==> src/rtl/datapath_seq_pkg.sv <==
// Shared encodings for the datapath_seq sequencer: opcodes, operand selects, FSM states.
package datapath_seq_pkg;

   localparam logic [2:0] OP_ADD  = 3'd0;
   localparam logic [2:0] OP_SUB  = 3'd1;
   localparam logic [2:0] OP_AND  = 3'd2;
   localparam logic [2:0] OP_OR   = 3'd3;
   localparam logic [2:0] OP_XOR  = 3'd4;
   localparam logic [2:0] OP_SHL1 = 3'd5;
   localparam logic [2:0] OP_ASR1 = 3'd6;
   localparam logic [2:0] OP_PASS = 3'd7;

   localparam logic [1:0] SELA_EXT  = 2'b00;
   localparam logic [1:0] SELA_RAM  = 2'b01;
   localparam logic [1:0] SELA_ALU  = 2'b10;
   localparam logic [1:0] SELA_HOLD = 2'b11;

   localparam logic SELB_EXT = 1'b0;
   localparam logic SELB_RAM = 1'b1;

   typedef enum logic [1:0] {
      ST_IDLE  = 2'd0,
      ST_FETCH = 2'd1,
      ST_EXEC  = 2'd2,
      ST_DONE  = 2'd3
   } state_e;

endpackage

==> src/rtl/datapath_seq_alu_seq.sv <==
// Combinational ALU for datapath_seq. Flag outputs {Z,N,C,V} exist only when
// DATAPATH_SEQ_FLAGS_EN is defined.
module alu_seq
   import datapath_seq_pkg::*;
#(
   parameter int E_BITS  = 16,
   parameter int OP_BITS = 3
) (
   input  logic [E_BITS-1:0]  i_a,
   input  logic [E_BITS-1:0]  i_b,
   input  logic [OP_BITS-1:0] i_op,
   output logic [E_BITS-1:0]  o_res
`ifdef DATAPATH_SEQ_FLAGS_EN
   ,
   output logic [3:0]         o_flags
`endif
);

   // result select; unused opcode values (wider OP_BITS) yield zero
   always_comb begin
      o_res = '0;
      case (i_op)
         OP_BITS'(OP_ADD):  o_res = i_a + i_b;
         OP_BITS'(OP_SUB):  o_res = i_a - i_b;
         OP_BITS'(OP_AND):  o_res = i_a & i_b;
         OP_BITS'(OP_OR):   o_res = i_a | i_b;
         OP_BITS'(OP_XOR):  o_res = i_a ^ i_b;
         OP_BITS'(OP_SHL1): o_res = {i_a[E_BITS-2:0], 1'b0};
         OP_BITS'(OP_ASR1): o_res = {i_a[E_BITS-1], i_a[E_BITS-1:1]};
         OP_BITS'(OP_PASS): o_res = i_b;
         default:           o_res = '0;
      endcase
   end

`ifdef DATAPATH_SEQ_FLAGS_EN
   logic [E_BITS:0] sum;
   logic [E_BITS:0] diff;
   logic            c_flag;
   logic            v_flag;

   // carry is no-borrow for SUB and the shifted-out bit for shifts
   always_comb begin
      sum    = {1'b0, i_a} + {1'b0, i_b};
      diff   = {1'b0, i_a} - {1'b0, i_b};
      c_flag = 1'b0;
      v_flag = 1'b0;
      case (i_op)
         OP_BITS'(OP_ADD): begin
            c_flag = sum[E_BITS];
            v_flag = (i_a[E_BITS-1] == i_b[E_BITS-1]) && (o_res[E_BITS-1] != i_a[E_BITS-1]);
         end
         OP_BITS'(OP_SUB): begin
            c_flag = ~diff[E_BITS];
            v_flag = (i_a[E_BITS-1] != i_b[E_BITS-1]) && (o_res[E_BITS-1] != i_a[E_BITS-1]);
         end
         OP_BITS'(OP_SHL1): c_flag = i_a[E_BITS-1];
         OP_BITS'(OP_ASR1): c_flag = i_a[0];
         default: ;
      endcase
      o_flags = {(o_res == '0), o_res[E_BITS-1], c_flag, v_flag};
   end
`endif

endmodule

==> src/rtl/datapath_seq.sv <==
// Accumulator sequencer: latches a command, optionally fetches a RAM operand,
// executes one ALU/load step and reports completion.
// Optional feature macro: DATAPATH_SEQ_FLAGS_EN (registered {Z,N,C,V} flags).
//
// state    | meaning
// ---------+-----------------------------------------------------------
// ST_IDLE  | waiting for i_start; command fields latched on start
// ST_FETCH | o_ram_req high, waiting for i_ram_valid or timeout
// ST_EXEC  | single cycle; accumulator (and flags) written at exit edge
// ST_DONE  | o_done high for one cycle, o_err qualifies it
module datapath_seq
   import datapath_seq_pkg::*;
#(
   parameter int E_BITS  = 16,
   parameter int D_BITS  = 11,
   parameter int OP_BITS = 3,
   parameter int TMO_CYC = 15
) (
   input  logic               i_clock,
   input  logic               i_reset,
   input  logic               i_start,
   input  logic [D_BITS-1:0]  i_Data,
   input  logic [OP_BITS-1:0] i_op,
   input  logic [1:0]         sel_A,
   input  logic               sel_B,
   input  logic               w_acc,
   input  logic [E_BITS-1:0]  i_Data_ram,
   input  logic               i_ram_valid,
   output logic               o_ram_req,
   output logic [D_BITS-1:0]  o_Addr_ram,
   output logic [E_BITS-1:0]  o_Data_ram,
   output logic               o_busy,
   output logic               o_done,
   output logic               o_err,
   output logic [3:0]         o_flags
);

   localparam int TMO_W = (TMO_CYC > 1) ? $clog2(TMO_CYC) : 1;

   state_e               state_q, state_d;
   logic [E_BITS-1:0]    acc_q, acc_d;
   logic [D_BITS-1:0]    addr_q, addr_d;
   logic [OP_BITS-1:0]   op_q, op_d;
   logic [1:0]           sela_q, sela_d;
   logic                 selb_q, selb_d;
   logic                 wacc_q, wacc_d;
   logic [E_BITS-1:0]    ram_q, ram_d;
   logic [TMO_W-1:0]     tmo_q, tmo_d;
   logic                 err_q, err_d;

   logic [E_BITS-1:0]    imm_ext;
   logic [E_BITS-1:0]    alu_b;
   logic [E_BITS-1:0]    alu_res;

   assign imm_ext = {{(E_BITS-D_BITS){addr_q[D_BITS-1]}}, addr_q};
   assign alu_b   = (selb_q == SELB_RAM) ? ram_q : imm_ext;

`ifdef DATAPATH_SEQ_FLAGS_EN
   logic [3:0] flags_q, flags_d;
   logic [3:0] alu_flags;

   alu_seq #(.E_BITS(E_BITS), .OP_BITS(OP_BITS)) u_alu (
      .i_a     (acc_q),
      .i_b     (alu_b),
      .i_op    (op_q),
      .o_res   (alu_res),
      .o_flags (alu_flags)
   );
`else
   alu_seq #(.E_BITS(E_BITS), .OP_BITS(OP_BITS)) u_alu (
      .i_a     (acc_q),
      .i_b     (alu_b),
      .i_op    (op_q),
      .o_res   (alu_res)
   );
`endif

   // next-state and datapath updates
   always_comb begin
      state_d = state_q;
      acc_d   = acc_q;
      addr_d  = addr_q;
      op_d    = op_q;
      sela_d  = sela_q;
      selb_d  = selb_q;
      wacc_d  = wacc_q;
      ram_d   = ram_q;
      tmo_d   = tmo_q;
      err_d   = err_q;
`ifdef DATAPATH_SEQ_FLAGS_EN
      flags_d = flags_q;
`endif
      case (state_q)
         ST_IDLE: begin
            if (i_start) begin
               addr_d = i_Data;
               op_d   = i_op;
               sela_d = sel_A;
               selb_d = sel_B;
               wacc_d = w_acc;
               err_d  = 1'b0;
               if ((sel_A == SELA_RAM) || ((sel_A == SELA_ALU) && (sel_B == SELB_RAM))) begin
                  state_d = ST_FETCH;
                  tmo_d   = TMO_W'(TMO_CYC - 1);
               end else begin
                  state_d = ST_EXEC;
               end
            end
         end
         ST_FETCH: begin
            // a valid in the final allowed cycle still wins over the timeout
            if (i_ram_valid) begin
               ram_d   = i_Data_ram;
               tmo_d   = '0;
               state_d = ST_EXEC;
            end else if (tmo_q == '0) begin
               err_d   = 1'b1;
               state_d = ST_DONE;
            end else begin
               tmo_d = tmo_q - 1'b1;
            end
         end
         ST_EXEC: begin
            if (wacc_q) begin
               case (sela_q)
                  SELA_EXT: acc_d = imm_ext;
                  SELA_RAM: acc_d = ram_q;
                  SELA_ALU: begin
                     acc_d = alu_res;
`ifdef DATAPATH_SEQ_FLAGS_EN
                     flags_d = alu_flags;
`endif
                  end
                  default: acc_d = acc_q;
               endcase
            end
            state_d = ST_DONE;
         end
         ST_DONE: state_d = ST_IDLE;
         default: state_d = ST_IDLE;
      endcase
   end

   // state and datapath registers
   always_ff @(posedge i_clock) begin
      if (i_reset) begin
         state_q <= ST_IDLE;
         acc_q   <= '0;
         addr_q  <= '0;
         op_q    <= '0;
         sela_q  <= SELA_EXT;
         selb_q  <= SELB_EXT;
         wacc_q  <= 1'b0;
         ram_q   <= '0;
         tmo_q   <= '0;
         err_q   <= 1'b0;
      end else begin
         state_q <= state_d;
         acc_q   <= acc_d;
         addr_q  <= addr_d;
         op_q    <= op_d;
         sela_q  <= sela_d;
         selb_q  <= selb_d;
         wacc_q  <= wacc_d;
         ram_q   <= ram_d;
         tmo_q   <= tmo_d;
         err_q   <= err_d;
      end
   end

`ifdef DATAPATH_SEQ_FLAGS_EN
   // flag register, only written by ALU results
   always_ff @(posedge i_clock) begin
      if (i_reset) flags_q <= '0;
      else         flags_q <= flags_d;
   end
   assign o_flags = flags_q;
`else
   assign o_flags = 4'b0000;
`endif

   assign o_ram_req  = (state_q == ST_FETCH);
   assign o_busy     = (state_q != ST_IDLE);
   assign o_done     = (state_q == ST_DONE);
   assign o_err      = o_done & err_q;
   assign o_Addr_ram = addr_q;
   assign o_Data_ram = acc_q;

endmodule

==> config.mk <==
export PLATFORM = sky130hd
export DESIGN_NAME = datapath_seq
export DESIGN_NICKNAME = d
export VERILOG_FILES = /design/src/rtl/datapath_seq_pkg.sv /design/src/rtl/datapath_seq_alu_seq.sv /design/src/rtl/datapath_seq.sv
export SDC_FILE = /design/constraint.sdc
export NUM_CORES = 1
export LEC_CHECK = 0
export BUFFER_PORTS_ARGS = -buffer_cell sky130_fd_sc_hd__buf_2
export CORE_MARGIN = 2
export CORE_UTILIZATION = 40
export CTS_CLUSTER_DIAMETER = 40
export CTS_CLUSTER_SIZE = 8
export DETAILED_ROUTE_END_ITERATION = 10
export PLACE_DENSITY = 0.55
export SYNTH_ARGS = -nofsm -noshare
export SYNTH_HDL_FRONTEND = slang
export SYNTH_SLANG_ARGS = --single-unit
==> constraint.sdc <==
create_clock -name i_clock -period 5.72 [get_ports i_clock]
set_input_delay 0.572 -clock i_clock [delete_from_list [all_inputs] [get_ports i_clock]]
set_output_delay 0.572 -clock i_clock [all_outputs]
set_load 0.1 [all_outputs]
* Word level (Yosys, flattened, before mapping)
Cells that the tools add are included.
Storage, ports and cells: output and inout port bits 35, logic and storage cells 72, bits of input ports 38, flip-flop bits (word level) 57
Cells by class: equality and inequality tests 21, reductions and logical operators 16, bitwise gates (word level) 4, multiplexer cells 17, add/sub/neg operators 3
Operator list (count):
- case mux 16 bit (8 select lines) | 1
- case mux 16 bit (3 select lines) | 1
- adder 16 bit | 1
- AND 16 bit | 1
- two-way mux 16 bit | 1
- two-way mux 4 bit | 4
- bitwise OR 16 bit | 1
- subtractor 16 bit | 1
- XOR 16 bit | 1
- equality test 3 bit, second input constant | 4
- AND reduction 4 bit | 3
- equality test 2 bit, second input constant | 4
- two-way mux 2 bit | 4
- != test 2 bit, second input constant | 4
- case mux 2 bit (4 select lines) | 1
- case mux 4 bit (2 select lines) | 1
- equality test 2 x 1 -> 1 bit, second input constant | 3
- equality test 3 x 2 -> 1 bit, second input constant | 2
- AND reduction 2 bit | 3
- zero test 2 bit | 2
- zero test 4 bit | 1
- nonzero test 2 bit | 2
- subtractor 4 x 1 -> 4 bit, second input constant | 1
- equality test 3 x 1 -> 1 bit, second input constant | 1
- other kinds (11) | 13

* Longest topological paths before layout
Gate-level depths: netlist of the first run.
depth in word-level cells 6, gate-level depth with buffers 17, depth with buffers taken out 15

* Cells and area by module
A second synthesis of the first run with hierarchy kept.
Second synthesis, totals: cells, all modules 674, area total of the unflattened synthesis 5139.9 um^2
By module, submodules not included:
- datapath_seq | area an instance 2730.1 um^2, cells an instance 340, sequential area each 1141.1 um^2, times used 1
- alu_seq | area an instance 2409.8 um^2, cells an instance 334, sequential area each 0.0 um^2, times used 1

* Least setup slack after synthesis of the first run
No wires, ideal clock.
path type register -> register, start register addr_q[0], in the netlist o_Addr_ram[0], end register acc_q[6], in the netlist o_Data_ram[6], path buffers 0, setup slack 2.142 ns, cell stages (with the launch flop) 13, data arrival time 3.465 ns, library setup time 0.112 ns, period minus slack after synthesis 3.578 ns, data required time 5.608 ns, cells stage by stage dfxtp_1 -> mux2i_2 -> ha_1 -> nand2_1 -> o21ai_0 -> fa_1 -> nor2b_1 -> o21ai_0 -> a21boi_1 -> or4_1 -> a31oi_1 -> or3_1 -> a2111oi_1
On the way: word-level cells in the longest chain between the ends 4, elaborated cells between the ends (all ways) 5, classes of those cells add/sub (2); mux (3)
RTL lines:
- from (decl) | line datapath_seq.sv:42 | logic [D_BITS-1:0] addr_q, addr_d;
- from (signal assigned) | line datapath_seq.sv:160 | addr_q <= addr_d;
- two-way mux 16 bit * | line datapath_seq.sv:56 | assign alu_b = (selb_q == SELB_RAM) ? ram_q : imm_ext;
- subtractor 16 bit or adder 16 bit (tied branches) | line datapath_seq_alu_seq.sv:24, datapath_seq_alu_seq.sv:23
- case mux 16 bit (8 select lines) * | line datapath_seq_alu_seq.sv:22 | case (i_op)
- case mux 16 bit (3 select lines) * | line datapath_seq.sv:125 | case (sela_q)
- to (signal assigned) | line datapath_seq.sv:148 | acc_q <= '0;
- to (signal assigned) | line datapath_seq.sv:159 | acc_q <= acc_d;
- to (decl) | line datapath_seq.sv:41 | logic [E_BITS-1:0] acc_q, acc_d;
Every way passes the cells marked *; elsewhere a longest branch is shown, timed or not. A chain may end at the register's enable or synchronous reset.

* Worst setup path after layout of the first run
start register op_q[1], end register acc_q[6], in the netlist o_Data_ram[6]
On the way: word-level cells in the longest chain between the ends 3, elaborated cells between the ends (all ways) 10, classes of those cells eq/ne (7); mux (2); reduce/logical (1)
RTL lines:
- from (decl) | line datapath_seq.sv:43 | logic [OP_BITS-1:0] op_q, op_d;
- from (signal assigned) | line datapath_seq.sv:161 | op_q <= op_d;
- equality test 3 bit (tied with other cells) | line datapath_seq_alu_seq.sv:22
- case mux 16 bit (8 select lines) * | line datapath_seq_alu_seq.sv:22
- case mux 16 bit (3 select lines) * | line datapath_seq.sv:125
Marked as above.

==> results of run 1 <==
## sequential cells by signal, summed over array words and instances (netlist names)
| register | count |
|---|---|
| tmo_q | 4 |
| op_q | 3 |
| err_q | 1 |
| o_Addr_ram | 11 |
| o_Data_ram | 16 |
| ram_q | 16 |
| sela_q | 2 |
| state_q | 2 |
| wacc_q | 1 |
| selb_q | 1 |
## cells by family after synthesis
| logic type | synth area share |
|---|---|
| xor gates and xnor gates | 0.0364 |
| AOI/OAI and AO/OA | 0.276 |
| DFF | 0.217 |
| and+or+nand+nor | 0.195 |
| other | 0.000714 |
| buffers and inverters | 0.0786 |
| muxes | 0.0557 |
| adders and majority gates | 0.140 |
## stage by stage
stage | area [sq um] | hold slack, ns | cells | total power [mW] | util
floorplan | 5270 | 0.437 | 711 | 1.89 | -
global placement | 5690 | 0.448 | 916 | 2.25 | 0.447
detailed placement | 5690 | 0.452 | 916 | 2.28 | 0.447
CTS | 5960 | 0.459 | 932 | 2.78 | 0.468
global route | 5960 | 0.466 | 932 | 2.99 | 0.468
finish | 5960 | 0.466 | 932 | 2.80 | 0.468
## power groups by stage
stage          combinational [mW]  sequential [mW]  clock [mW]
6_report                     1.74            0.563       0.497
3_5_place_dp                 1.71            0.569           0
3_3_place_gp                 1.68            0.566           0
4_1_cts                      1.72            0.561       0.504
2_1_floorplan                1.20            0.693           0
5_1_grt                      1.89            0.573       0.523
## cell type report
type | instances | area, sq um | area share
multi-input cells | 554 | 3710 | 0.623
inverters | 55 | 206 | 0.0347
flip-flops and latches | 57 | 1140 | 0.192
clock inverters | 5 | 32.5 | 0.00546
well taps | 172 | 215 | 0.0361
clock buffers | 11 | 233 | 0.0391
repair buffers | 78 | 415 | 0.0697
## metal layers
metal / track usage / vias up / share of wire
met3: 0.0497 / 20 / 0.087
met5: 0 / - / 0
met1: 0.360 / 2505 / 0.48
met2: 0.366 / 252 / 0.42
met4: 0.0744 / 0 / 0.014
li1: - / 2620 / -
## worst max path at each step
stage                     to  depth (start not counted)
6_report       o_Data_ram[6]                         12
5_1_grt        o_Data_ram[9]                         14
4_1_cts        o_Data_ram[6]                         12
3_5_place_dp   o_Data_ram[6]                         12
3_3_place_gp   o_Data_ram[6]                         12
2_1_floorplan  o_Data_ram[6]                         12
## placed cells by master (no fill, tap or decap), types with 6 or more instances in the layout
cell type	Yosys	routed
nand2_1	103	103
or3_1	7	7
buf_2	3	68
nor2b_1	10	10
a211oi_1	17	17
nor3_1	10	10
a221oi_1	10	10
a21o_1	9	9
a2111oi_0	6	6
ha_1	57	57
inv_1	53	53
buf_4	5	10
nand3_1	8	8
a21oi_1	93	93
o22ai_1	8	8
nor3b_1	9	9
xnor2_1	18	18
nor2_1	46	46
dfxtp_1	57	57
mux2i_1	13	13
clkbuf_16	0	9
a31oi_1	8	8
o21ai_0	33	33
## worst reg2reg max path: cells and delay by family, from the launching register on
family                     cells  cell delay [ns]
and+or+nand+nor                5             0.94
buffers and inverters          1             0.36
DFF                            1             0.78
adders and majority gates      1             0.49
AOI/OAI and AO/OA              5             1.21
==> reports/summary.md, run 1 <==
The worst hold path terminates at wacc_q. For the total global-route track usage, the log shows 0.248. The logs give 0 for the DRC violations left and 4.12 ns for the critical path arrival. The standard cell core area was 12700 sq um. For flop-to-flop paths, the worst setup slack is 1.81 ns. In this run the core area contains 41 standard-cell rows.

Yosys warning count: 0. The per-instance average area after synthesis came out at 7.42 sq um. Global routing finished with a remaining overflow of 0.

Max-cap violations in this run came to 0. The run finished with clean final reports. Setup repair after global routing left no endpoint under its margin. The H-tree was split into 3 levels. For the internal cell power, the log shows 1.35 mW. The tools report the count of pins over their slew limit as 0.

The launch point of the worst reg-to-reg path was op_q[1]. The overall die width is 119 um. The run gives 0.474 as the headroom to the max-slew limit. The quantity of I/O buffers inserted on ports is 68, and the final weighted congestion in routability-driven placement is 0.887. For this design the ratio of total power to cell area is 471 nW/um^2.

The pre-antenna-repair detailed-routing pass consisted of 5 iterations. The signal on the critical path passes through buf_4 -> nor2_1 -> nand2_1 -> o21ai_0 -> fa_1 -> nor2b_1 -> o21ai_0 -> a21boi_1 -> or4_1 -> a31oi_1 -> or3_1 -> a2111oi_1. The floorplan step set the die height to 119 um.

Async set-or-reset flop fraction in the synthesized netlist: 0. Final-layout fill cell count: 1348. Across the VDD grid, the largest voltage drop is 0.000366 V. Antenna violation net count after detailed routing: 0.

The tools report the timing startpoint of the critical path as op_q[1]. The transition time at the pin with the least slew margin was 0.786 ns. Via count of the first global-routing pass: 5142. Subtracting the final worst setup slack from the clock period gives 3.91 ns.

The initial antenna violation count was 0. The clock input transition at the sequential cells of the worst setup and hold paths was 0.06 ns; the total clock sinks was 57. The wire-length estimate of the detail-placed layout is 12600 um.

The proportion of power drawn by flip-flops and latches came out at 0.201. The tools report the final wirelength as 17100 um. In the final routed layout, each cell accounts on average for 18.4 um. Relative to the synthesized area, the layout overhead comes to 13.3%.

In this run the most critical hold path is launched from wacc_q. Static timing analysis puts the maximum clock frequency at 256 MHz. The number of buffers and inverters on the critical path is 1. The layout net count is 851.

The top cell type's share of synthesized area came out at 0.217. The worst register-to-register path ends at o_Data_ram[6]. The tools report the count of final setup violators as 0. The worst path setup slack after routing was 1.81 ns. Yosys attributes the largest share of cell area to dfxtp_1 22%, ha_1 14%, a21oi_1 8.9%, nand2_1 7.4%, inv_1 3.8%. The part of the cycle the worst path needs is 0.683. The most used flip-flop cell after synthesis is dfxtp_1.

No sink is reached through more buffers than the 2 on the longest clock path. Among all cell types in the netlist, the one instantiated most often is nand2_1. Prior to clock tree synthesis, the placed netlist has a worst setup slack of 1.91 ns. The cell family contributing the most delay on the critical path is compound AO/OA/AOI/OAI gates. The mapped netlist covers 5260 sq um. The run gives 2.56 nW as the total leakage power. The worst setup path is captured at a flip-flop. The count of boundary I/O pins was 73. The logs give 0.413 for the effective utilization at floorplan and 0 for the total setup buffers inserted after CTS. The first global-routing pass estimated 27500 um of wire. For the worst flop-to-flop path, the logic depth is 12.

Number of antenna diodes: 0. By count the netlist is led by 103 x nand2_1, 93 x a21oi_1, 57 x dfxtp_1, 57 x ha_1, 53 x inv_1. Number of storage elements in the synthesis netlist: 57. In this design, the stage delay of the slowest critical-path cell is 0.78 ns. The synthesized design spends more area on one cell type than any other, namely dfxtp_1. Entering global routing, the biggest net connects 63 pins. The logs give 0 for the post-cts gate resize count and 0.0114 ns for the clock skew.

The highest net fanout along the worst path works out to 18. Slowest stage cell on the critical path: dfxtp_1. The number of violations reported at the end of detailed-routing iteration 0 was 427; the switching share of power was 0.519. Counting stages on the worst path, the most repeated cell is o21ai_0. The worst setup path is launched from a flip-flop. The final route contains 5397 vias. For the clock network fraction of design power, the log shows 0.177. Dividing the detail-routed via count by the number of cells gives 5.79. Yosys mapped the design onto 73 distinct sky130hd cell types.

The share of cells above drive strength 1 was 0.147; the number of enable-type register cells in the synthesized netlist was 0. The logs give 1.45 mW for the net switching component of the power and 9 for the number of buffers created by CTS. The CTS root buffer is clkbuf_16.

The worst setup path is of the flip-flop to flip-flop kind. The worst min-delay path category is flip-flop to flip-flop. For the relative contribution of combinational cells to total power, the log shows 0.622. The run gives 0.217 as the sequential fraction of the synthesis area.

Data required time of the worst path: 5.94 ns. For this design, the CTS-stage hold fixing added 0 buffers. The final number of hold-violating endpoints was 0. The number of instances in the synthesized netlist was 708.

For the final routed database, the setup TNS stands at 0 ns. TritonCTS built the clock tree. The clock latency on the worst-skew pair is 0.34 ns, and the hold path depth is 2. The floorplan step defined a die boundary enclosing 14100 sq um.
Power figures use the tool's default switching activity.
==> inputs of run 2 (changes only) <==
clock period = 3.6 ns   (was 5.72 ns; I/O delays follow)
==> run 2 against run 1 <==
Against the previous run: register-to-register slack worse by 1.7 ns; largest cell class unchanged; non-clock buffer count up 14; cell count rose by 1.4%; worst hold slack worse by 0.21 ns; combinational power increased by 67%; sequential share of layout area shrank 0.61 points.
==> reports/summary.md, run 2 (synthesized netlist as in run 1, its figures left out) <==
The total leakage power is 2.65 nW (+3.6%). The run gives 2.24 mW (+66%) as the internal cell power. Highest net fanout along the worst path: 13 (-5).

The class of the most critical setup path is flip-flop to flip-flop. Clock network fraction of design power: 0.176 (about the same). The count of final setup violators is 0 (unchanged).

For the standard cell core area, the log shows 12700 sq um (unchanged). In the layout the commonest cells are 103 x nand2_1, 90 x a21oi_1, 68 x buf_2, 56 x ha_1, 56 x dfxtp_1. The run gives 927 (+1.2%) as the number of cells in the design after placement. Largest net degree at the start of global routing: 43 (-32%). The sort of element at the end of the critical path was a flip-flop. In this run the critical register-to-register path is launched from selb_q. Max capacitance violation total: 0 (unchanged). The layout net count is 865 (+1.6%), and the area used by sequential logic in the layout is 1140 sq um (+0.11%).

The run gives 26700 um (-3.0%) as the first-pass GRT wire length. The final wirelength was 17200 um (+0.28%). The tools report the initial antenna violation count as 0 (unchanged). The part of the cycle the worst path needs works out to 0.965 (+0.281).

The tools report the maximum number of buffers from clock root to sink as 2 (unchanged). DRC violations left: 0 (unchanged). The number of antenna diodes is 0 (unchanged), and the clock input transition at the sequential cells of the worst setup and hold paths is 0.06 ns (about the same). For the proportion of power drawn by flip-flops and latches, the log shows 0.189 (-0.012). The worst hold path begins at i_Data[9]. The maximum level of the CTS H-tree came out at 3 (unchanged). The minimum period implied by the final worst setup slack was 3.47 ns (-0.436 ns).

The antenna violation net count after detailed routing is 0 (unchanged). The first-pass detailed-route iteration total was 6 (+1). The switching share of power came out at 0.511 (-0.00781).

The endpoint of the worst-slack reg-to-reg timing path is o_Data_ram[12]. The run gives 14100 sq um (unchanged) as the area of the die. The CTS root buffer was clkbuf_16.

The logs give 0 ns (unchanged) for the setup TNS and 0 (unchanged) for the total global routing overflow. The clock skew is 0.0110 ns (-0.000425 ns), and the total global-route track usage is 0.238 (-0.00994). The path with the worst hold slack has its endpoint at o_Addr_ram[9]. The transition time at the pin with the least slew margin is 0.678 ns (-0.107 ns). The count of pins over their slew limit was 0 (unchanged); the clock latency on the worst-skew pair was 0.34 ns (about the same). The number of hold-repair buffers added at the cts stage was 0 (unchanged).

The net switching component of the power was 2.34 mW (+61%); the via count of the first global-routing pass was 4974 (-3.3%). Routed length per instance: 18.2 um (-1.1%). The number of cells on the worst reg-to-reg path was 14 (+2). The quantity of I/O buffers inserted on ports was 68 (unchanged). The cell area power density came out at 744 nW/um^2 (+58%). The headroom to the max-slew limit is 0.548 (+0.0736), and the count of boundary I/O pins is 73 (unchanged). The tools report the final cell count without fillers as 945 (+1.4%).

The maximum VDD drop came out at 0.000648 V (+77%). The die outline height was 119 um (unchanged). STA classifies the critical path startpoint as a flip-flop.

The total clock sinks was 57 (unchanged); the final-layout fill cell count was 1316 (-2.4%). The hold path depth came out at 3 (+1). The number of violations reported at the end of detailed-routing iteration 0 is 433 (+1.4%), and the share of cells above drive strength 1 is 0.184 (+0.0363). The final weighted congestion in routability-driven placement was 0.888 (+0.11%). The tightest min-delay check is of the primary input to flip-flop type. The tools report the number of buffers created by CTS as 9 (unchanged).

The overall die width is 119 um (unchanged), and the effective utilization at floorplan is 0.413 (unchanged). The logs give 5430 (+0.61%) for the count of vias placed by the detailed router and 12600 um (+0.24%) for the post-detailed-placement half-perimeter wirelength. The run finished with clean final reports. Compared with the post-synthesis result, the final layout area differs by 17.2%.

Number of placement rows: 41 (unchanged). For the worst reg-to-reg setup slack, the log shows 0.13 ns (-1.68 ns). The via-per-instance ratio was 5.75 (-0.77%).

TritonCTS built the clock tree. The run gives 3.68 ns (-0.44 ns) as the critical path arrival. The logs give 0 (unchanged) for the final number of hold-violating endpoints and 0.635 (+0.013) for the relative contribution of combinational cells to total power. The most common library cell in the layout ignoring fill and taps was nand2_1.

The data required time of the worst path is 3.80 ns (-2.14 ns). The area used by multi-input combinational logic was 3770 sq um (+1.6%). For the highest attainable clock frequency, the log shows 288 MHz (+13%).
run 2: power by group through the flow:
stage	Clock, mW	Sequential (mW)	Combinational (mW)
after global placement	0	0.869	2.73
after global routing	0.849	0.880	3.17
after floorplan	0	1.10	1.90
after detailed placement	0	0.871	2.77
after CTS	0.823	0.858	2.78
final	0.807	0.865	2.91
run 2: area by class of cell:
class                           instances  share of cell area
Clock inverter                          5             0.00528
Sequential cell                        57               0.186
Clock buffer                           10              0.0388
Tap cell                              172              0.0350
Inverter                               55              0.0335
Multi-Input combinational cell        554               0.612
Timing Repair Buffer                   92              0.0894
run 2: metrics by stage:
step / total power [mW] / util / setup slack, ns / instance area (sq um) / hold WS [ns]
6_report: 4.58 / 0.484 / 0.127 / 6160 / 0.259
5_1_grt: 4.90 / 0.484 / -0.0206 / 6160 / 0.263
4_1_cts: 4.46 / 0.476 / 0.100 / 6060 / 0.249
3_5_place_dp: 3.64 / 0.455 / -0.00792 / 5790 / 0.449
3_3_place_gp: 3.60 / 0.455 / 0.149 / 5790 / 0.445
2_1_floorplan: 3.00 / - / 0.0223 / 5270 / 0.437
run 2: per-layer routing:
| layer | vias up | track usage | wire length (um) |
|---|---|---|---|
| li1 | 2635 | - | - |
| met1 | 2539 | 0.351 | 8080 |
| met2 | 237 | 0.351 | 7510 |
| met3 | 19 | 0.0401 | 1390 |
| met4 | 0 | 0.0707 | 212 |
| met5 | - | 0 | 0 |
run 2: critical path, cell delays in order, from the launching register on:
cell and delay, ns:
dfxtp_2 0.39, buf_12 0.19, mux2i_2 0.34, inv_1 0.14, a211oi_2 0.21, nand2_1 0.10, o21ai_0 0.21, xnor2_1 0.10
ha_1 0.38, and3_1 0.23, and2_1 0.16, o311a_1 0.13, or4_1 0.50, a21oi_1 0.16, o22ai_1 0.09
run 2: repair_timing:
action / in CTS / in global routing
gates resized for setup: 1 / 17
endpoints found under the setup margin: 1 / 7
cloned: 0 / 1
pin swaps: 0 / 5
buffers inserted: 0 / 2
run 2: worst max-delay path by stage:
| stage | slack (ns) | cells past startpoint | start | endpoint |
|---|---|---|---|---|
| floorplan | 0.02 | 12 | o_Addr_ram[0] | o_Data_ram[6] |
| global placement | 0.15 | 13 | selb_q | o_Data_ram[11] |
| detailed placement | -0.008 | 13 | selb_q | o_Data_ram[6] |
| CTS | 0.10 | 13 | selb_q | o_Data_ram[6] |
| global route | -0.02 | 13 | selb_q | o_Data_ram[11] |
| finish | 0.13 | 14 | selb_q | o_Data_ram[12] |
